--- src/rtl/wt_dcache_line_reader.sv ---
// -----------------------------------------------------------------------------
// wt_dcache_line_reader
//
// Reads one complete cache line through a single cache-memory read port.
// A request (index plus physical tag) is accepted in IDLE. The block then
// issues one 64-bit word read per line offset. For every response it checks
// that the word hit, and that it hit in the same way as word 0. When the walk
// ends, it returns the assembled line together with the hit status and the
// one-hot way.
//
// Ports
//   clk_i, rst_ni         clock, asynchronous active-low reset
//   req_i / req_ready_o   line request handshake (ready only in IDLE)
//   req_idx_i, req_tag_i  line index and tag to compare
//   rd_*_o                word read request towards the cache memory
//   rd_ack_i              grant for rd_req_o in the current cycle
//   rd_hit_oh_i, rd_data_i  response, valid the cycle after a grant
//   line_vld_o / line_ready_i  result handshake
//   line_hit_o, line_way_o, line_data_o  result; way and data are zero on a miss
// -----------------------------------------------------------------------------
module wt_dcache_line_reader #(
    parameter int unsigned LineWidth = 128,
    parameter int unsigned TagWidth  = 44,
    parameter int unsigned IdxWidth  = 8,
    parameter int unsigned SetAssoc  = 8,
    parameter logic        HighPrio  = 1'b0
) (
    input  logic                             clk_i,
    input  logic                             rst_ni,
    input  logic                             req_i,
    output logic                             req_ready_o,
    input  logic [IdxWidth-1:0]              req_idx_i,
    input  logic [TagWidth-1:0]              req_tag_i,
    output logic                             rd_req_o,
    input  logic                             rd_ack_i,
    output logic [IdxWidth-1:0]              rd_idx_o,
    output logic [$clog2(LineWidth/8)-1:0]   rd_off_o,
    output logic                             rd_tag_only_o,
    output logic                             rd_prio_o,
    output logic [TagWidth-1:0]              rd_tag_o,
    input  logic [SetAssoc-1:0]              rd_hit_oh_i,
    input  logic [63:0]                      rd_data_i,
    output logic                             line_vld_o,
    input  logic                             line_ready_i,
    output logic                             line_hit_o,
    output logic [SetAssoc-1:0]              line_way_o,
    output logic [LineWidth-1:0]             line_data_o
);

    localparam int unsigned W    = LineWidth / 64;
    localparam int unsigned CntW = $clog2(W);

    typedef enum logic [1:0] {
        IDLE  = 2'd0,
        READ  = 2'd1,
        DRAIN = 2'd2,
        DONE  = 2'd3
    } state_e;

    state_e                  state_q;
    logic [IdxWidth-1:0]     idx_q;
    logic [TagWidth-1:0]     tag_q;
    logic [CntW-1:0]         word_cnt_q;
    logic [CntW-1:0]         pend_off_q;
    logic                    pend_q;
    logic                    issue_done_q;
    logic                    miss_q;
    logic [SetAssoc-1:0]     way_q;
    logic [W-1:0][63:0]      buf_q;
    logic                    line_hit_q;
    logic [SetAssoc-1:0]     line_way_q;
    logic [LineWidth-1:0]    line_data_q;

    logic                    grant_s;
    logic                    last_grant_s;
    logic                    resp_s;
    logic                    miss_d;
    logic                    issue_done_d;
    logic                    pend_d;
    logic [SetAssoc-1:0]     way_d;
    logic [W-1:0][63:0]      buf_d;

    // The read request is a pure function of registered state, so there is no
    // combinational path from the grant or the hit vector back to it.
    assign rd_req_o      = (state_q == READ) && !issue_done_q && !miss_q;
    assign req_ready_o   = (state_q == IDLE);
    assign line_vld_o    = (state_q == DONE);
    assign rd_idx_o      = idx_q;
    assign rd_tag_o      = tag_q;
    assign rd_off_o      = {word_cnt_q, 3'b000};
    assign rd_tag_only_o = 1'b0;
    assign rd_prio_o     = HighPrio;
    assign line_hit_o    = line_hit_q;
    assign line_way_o    = line_way_q;
    assign line_data_o   = line_data_q;

    // Grant bookkeeping and response evaluation (way check and word capture).
    always_comb begin
        grant_s      = rd_req_o && rd_ack_i;
        last_grant_s = grant_s && (word_cnt_q == CntW'(W - 1));
        resp_s       = pend_q && ((state_q == READ) || (state_q == DRAIN));
        issue_done_d = issue_done_q || last_grant_s;
        pend_d       = grant_s;
        miss_d       = miss_q;
        way_d        = way_q;
        buf_d        = buf_q;
        if (resp_s) begin
            if (pend_off_q == '0) begin
                // Word 0 selects the way that every later word must match.
                if (rd_hit_oh_i == '0) begin
                    miss_d = 1'b1;
                end else begin
                    way_d = rd_hit_oh_i;
                end
            end else begin
                if (rd_hit_oh_i != way_q) begin
                    miss_d = 1'b1;
                end else begin
                    miss_d = miss_q;
                end
            end
            // A response that arrives after a miss has been seen is dropped.
            if (!miss_d) begin
                buf_d[pend_off_q] = rd_data_i;
            end else begin
                buf_d = buf_q;
            end
        end else begin
            miss_d = miss_q;
        end
    end

    // Line-reader state machine with the registered result outputs.
    always_ff @(posedge clk_i or negedge rst_ni) begin
        if (!rst_ni) begin
            state_q      <= IDLE;
            idx_q        <= '0;
            tag_q        <= '0;
            word_cnt_q   <= '0;
            pend_off_q   <= '0;
            pend_q       <= 1'b0;
            issue_done_q <= 1'b0;
            miss_q       <= 1'b0;
            way_q        <= '0;
            buf_q        <= '0;
            line_hit_q   <= 1'b0;
            line_way_q   <= '0;
            line_data_q  <= '0;
        end else begin
            case (state_q)
                IDLE: begin
                    if (req_i) begin
                        idx_q        <= req_idx_i;
                        tag_q        <= req_tag_i;
                        word_cnt_q   <= '0;
                        pend_q       <= 1'b0;
                        issue_done_q <= 1'b0;
                        miss_q       <= 1'b0;
                        way_q        <= '0;
                        buf_q        <= '0;
                        state_q      <= READ;
                    end else begin
                        state_q <= IDLE;
                    end
                end
                READ: begin
                    miss_q       <= miss_d;
                    way_q        <= way_d;
                    buf_q        <= buf_d;
                    issue_done_q <= issue_done_d;
                    pend_q       <= pend_d;
                    if (grant_s) begin
                        pend_off_q <= word_cnt_q;
                        // The counter parks on the last word instead of wrapping.
                        if (!last_grant_s) begin
                            word_cnt_q <= word_cnt_q + CntW'(1);
                        end else begin
                            word_cnt_q <= word_cnt_q;
                        end
                    end else begin
                        pend_off_q <= pend_off_q;
                    end
                    if (issue_done_d || miss_d) begin
                        if (pend_d) begin
                            state_q <= DRAIN;
                        end else begin
                            state_q     <= DONE;
                            line_hit_q  <= !miss_d;
                            line_way_q  <= miss_d ? '0 : way_d;
                            line_data_q <= miss_d ? '0 : LineWidth'(buf_d);
                        end
                    end else begin
                        state_q <= READ;
                    end
                end
                DRAIN: begin
                    miss_q      <= miss_d;
                    way_q       <= way_d;
                    buf_q       <= buf_d;
                    pend_q      <= 1'b0;
                    state_q     <= DONE;
                    line_hit_q  <= !miss_d;
                    line_way_q  <= miss_d ? '0 : way_d;
                    line_data_q <= miss_d ? '0 : LineWidth'(buf_d);
                end
                DONE: begin
                    if (line_ready_i) begin
                        state_q     <= IDLE;
                        line_hit_q  <= 1'b0;
                        line_way_q  <= '0;
                        line_data_q <= '0;
                    end else begin
                        state_q <= DONE;
                    end
                end
                default: begin
                    state_q <= IDLE;
                end
            endcase
        end
    end

endmodule

--- config.mk ---
export PLATFORM = sky130hd
export DESIGN_NAME = wt_dcache_line_reader
export DESIGN_NICKNAME = d
export VERILOG_FILES = /design/src/rtl/wt_dcache_line_reader.sv
export SDC_FILE = /design/constraint.sdc
export NUM_CORES = 1
export LEC_CHECK = 0
export CAP_MARGIN = 20
export CORE_UTILIZATION = 45
export CTS_CLUSTER_SIZE = 16
export DETAILED_ROUTE_END_ITERATION = 6
export PLACE_DENSITY = 0.76
export RECOVER_POWER = 25
export REMOVE_ABC_BUFFERS = 1
export SYNTH_ARGS = -nofsm -noshare
export SYNTH_HDL_FRONTEND = slang
export SYNTH_SLANG_ARGS = --single-unit
--- constraint.sdc ---
create_clock -name clk_i -period 2.35 [get_ports clk_i]
set_clock_uncertainty 0.2 [all_clocks]
set_input_delay 0.47 -clock clk_i [delete_from_list [all_inputs] [get_ports clk_i]]
set_output_delay 0.47 -clock clk_i [all_outputs]
set_load 0.01 [all_outputs]
==> results_dict.tcl <==
set metrics [dict create \
    p_seq_share_pct 30.9 \
    synth_top_family_by_area "compound AO/OA/AOI/OAI gates" \
    vdd_drop_max_uv 772.1 \
    power.leakage_nw 8.505 \
    synth_cells 979 \
    relSlewSlack_pct 36.67 \
    cp.arrival_ns 2.56 \
    clk_latency_ns 0.50 \
    drive_gt1_share_pct 22.82 \
    violations "negative setup slack" \
    finalWorstSetupSlack_ns -0.01707 \
    numCtsBuffers 36 \
    antenna_found_initial 1 \
    cts_sinks 332 \
    final_cell_area_um2 20440 \
    gp_congestion 0.8877 \
    p_total_mw 25.03 \
    synth_ff_type "dfrtp_1" \
    clockBufferDepth 3 \
    fp.dieH_um 177.4 \
    cts_tree "yes" \
    io_pins 327 \
    cp_max_fo 8 \
    grt_pass1_vias 10440 \
    synth_area_um2 13840 \
    grt_pass1_wl_um 59860 \
    synth_top_area_cell "dfrtp_1" \
    drt_iter0_drc 742 \
    htree_levels 2 \
    synthAdderAreaFrac_pct 0.3616 \
    synthXorXnorAreaFrac_pct 0.5062 \
    cellInternalPower_mw 16.33 \
    die_area_um2 31460 \
    setup_viol 18 \
    drc 0 \
    crit_type "reg -> reg" \
    synth_mux_area_share_pct 14.14 \
    ys_seq_area_share_pct 60.03 \
    yosysMostFrequentCell "dfrtp_1" \
    syn2layout_area_growth_pct 47.67 \
    hold_viol_final 0 \
    async_reset_ff_share_pct 100.0 \
    synthTopCellsByCount "dfrtp_1 (332), a22o_1 (128), mux2i_1 (128), o2bb2ai_1 (128), mux2_2 (60)" \
    placed_area_um2 18190 \
    cts.clk_slew.worst_paths_ns 0.06 \
    synth_simple_gate_area_share_pct 1.745 \
    worst_hold_slack_ns 0.2882 \
    drtPass1Iterations 5 \
    synth_edf_count 0 \
    required_ns 2.54 \
    hold_class "reg -> reg" \
    viasPerCell 5.793 \
    nNetsFinal 1510 \
    combPwrFrac_pct 45.7 \
    synth_area_leaders "dfrtp_1 (60%), mux2i_1 (9.3%), a22o_1 (8.1%), o2bb2ai_1 (8.1%), mux2_2 (4.9%)" \
    pwr_density_cell_nw_per_um2 1225 \
    period_needed_ns 2.367 \
    vias 10390 \
    rows 63 \
    synth-seq-cells 332 \
    avgSynthCellArea_um2 14.14 \
    timing.final.max_slew_violations 0 \
    cp-start-kind "flop" \
    run_status "finished, violations left" \
    dp_hpwl_um 25070 \
    max-cap-violations 0 \
    synth_compound_area_share_pct 19.01 \
    synth_cell_type_count 41 \
    overflow 0 \
    wl_per_cell_um 22.81 \
    p_clk_share_pct 23.4 \
    sw_frac_of_total_pct 34.76 \
    fillers 2037 \
    tns_ns -0.09517 \
    worstSetupEndpointType "flop" \
    worst_pin_slew_ns 0.9499 \
    die_x_um 177.4 \
    clock.fmax_mhz 422.5 \
    fin_crit_sh_pct 100.7 \
    dp_slack_ns -0.5783 \
    yosysWarnings 0 \
    core_um2 29950 \
    postRouteWirelength_um 40890 \
    power_switching_mw 8.701 \
    ant_nets 0 \
    grt_usage_pct 24.25 \
    synth_top_area_share_pct 60.03 \
    cts_root_buf "clkbuf_16" \
    io_buffers 321 \
    grt_start_max_net_pins 62 \
    rsz0062_at_grt "yes" \
    start_util_pct 46.21 \
]
routing by layer:
layer	GRT usage [%]	share of wire, %	vias up
met5	0	0	-
met4	7.585	2.3	0
met3	3.599	5.8	72
met2	38.72	49	383
met1	34.15	43	5390
li1	-	-	4542
sequential cells by signal, indices dropped and copies added (netlist names):
signal        flops
buf_q           128
line_data_o     128
rd_tag_o         44
line_way_o        8
rd_idx_o          8
way_q             8
state_q           2
issue_done_q      1
line_hit_o        1
miss_q            1
pend_off_q        1
pend_q            1
word_cnt_q        1
kinds of logic after synthesis:
logic type | after synthesis
mux | 188
xor+xnor | 8
buf+inv | 93
fa+ha+maj | 4
compound gates | 310
flops | 332
other cells | 1
simple gates | 43
final cells by class:
type	instances	area [um^2]	share of cell area (%)
diodes	1	2.502	0.01224
clock buffers	52	1094	5.350
clock inverters	11	141.4	0.6918
inverters	5	18.77	0.09183
multi-input cells	558	5512	26.97
flip-flops and latches	332	8308	40.65
well taps	390	488.0	2.388
repair buffers	444	4875	23.85
through the flow:
| stage | utilization (%) | instances |
|---|---|---|
| 2_1_floorplan | - | 895 |
| 3_3_place_gp | 60.73 | 1697 |
| 3_5_place_dp | 60.73 | 1697 |
| 4_1_cts | 65.22 | 1765 |
| 5_1_grt | 68.23 | 1793 |
| 6_report | 68.23 | 1793 |
critical path: stages, from the launching register on:
cell and delay, ns:
dfrtp_1 0.39, xor2_1 0.16, nor4_2 0.35, buf_4 0.17, and4_4 0.31, buf_12 0.18, buf_12 0.15, mux2i_1 0.24
o2bb2ai_1 0.10
path summary, 6_finish.rpt:
path                       slack (ns)            start               to  depth (start not counted)
setup reg to reg                -0.02         way_q[6]  line_data_o[69]                          8
setup / recovery                -0.02         way_q[6]  line_data_o[69]                          8
hold reg to reg                  0.29  line_data_o[18]  line_data_o[18]                          1
max in group asynchronous        0.25           rst_ni        buf_q[26]                          3
hold / removal                   0.29  line_data_o[18]  line_data_o[18]                          1
min in group asynchronous        0.47           rst_ni     rd_tag_o[39]                          2
cells in the final DEF, fill, tap and decap left out, types with 9 or more instances in the layout:
cell,Yosys,final
dfrtp_1,332,332
mux2i_1,128,120
a22oi_1,16,16
a211oi_1,9,9
o2bb2ai_1,128,77
a22o_1,128,128
buf_4,10,55
clkbuf_8,0,9
buf_6,20,9
buf_12,0,36
nand2_1,13,12
o21ai_0,12,12
clkbuf_16,0,51
mux2_2,60,60
clkdlybuf4s50_1,0,316
o2bb2ai_2,0,43
power by group through the flow:
stage / Clock [mW] / Sequential [mW] / Combinational [mW]
5_1_grt: 6.16 / 7.87 / 12.0
4_1_cts: 5.94 / 7.65 / 9.76
3_5_place_dp: 0 / 7.72 / 9.54
6_report: 5.85 / 7.74 / 11.4
3_3_place_gp: 0 / 7.68 / 9.38
2_1_floorplan: 0 / 7.57 / 2.93
timing repair:
action,4_1_cts,5_1_grt
resized for setup,22,85
endpoints found under the hold margin,49,0
gates cloned,0,15
endpoints found under the setup margin,158,212
pin swaps,3,7
hold buffers,1,0
setup buffers,4,12
No activity file was read; power rests on OpenSTA's default activity.
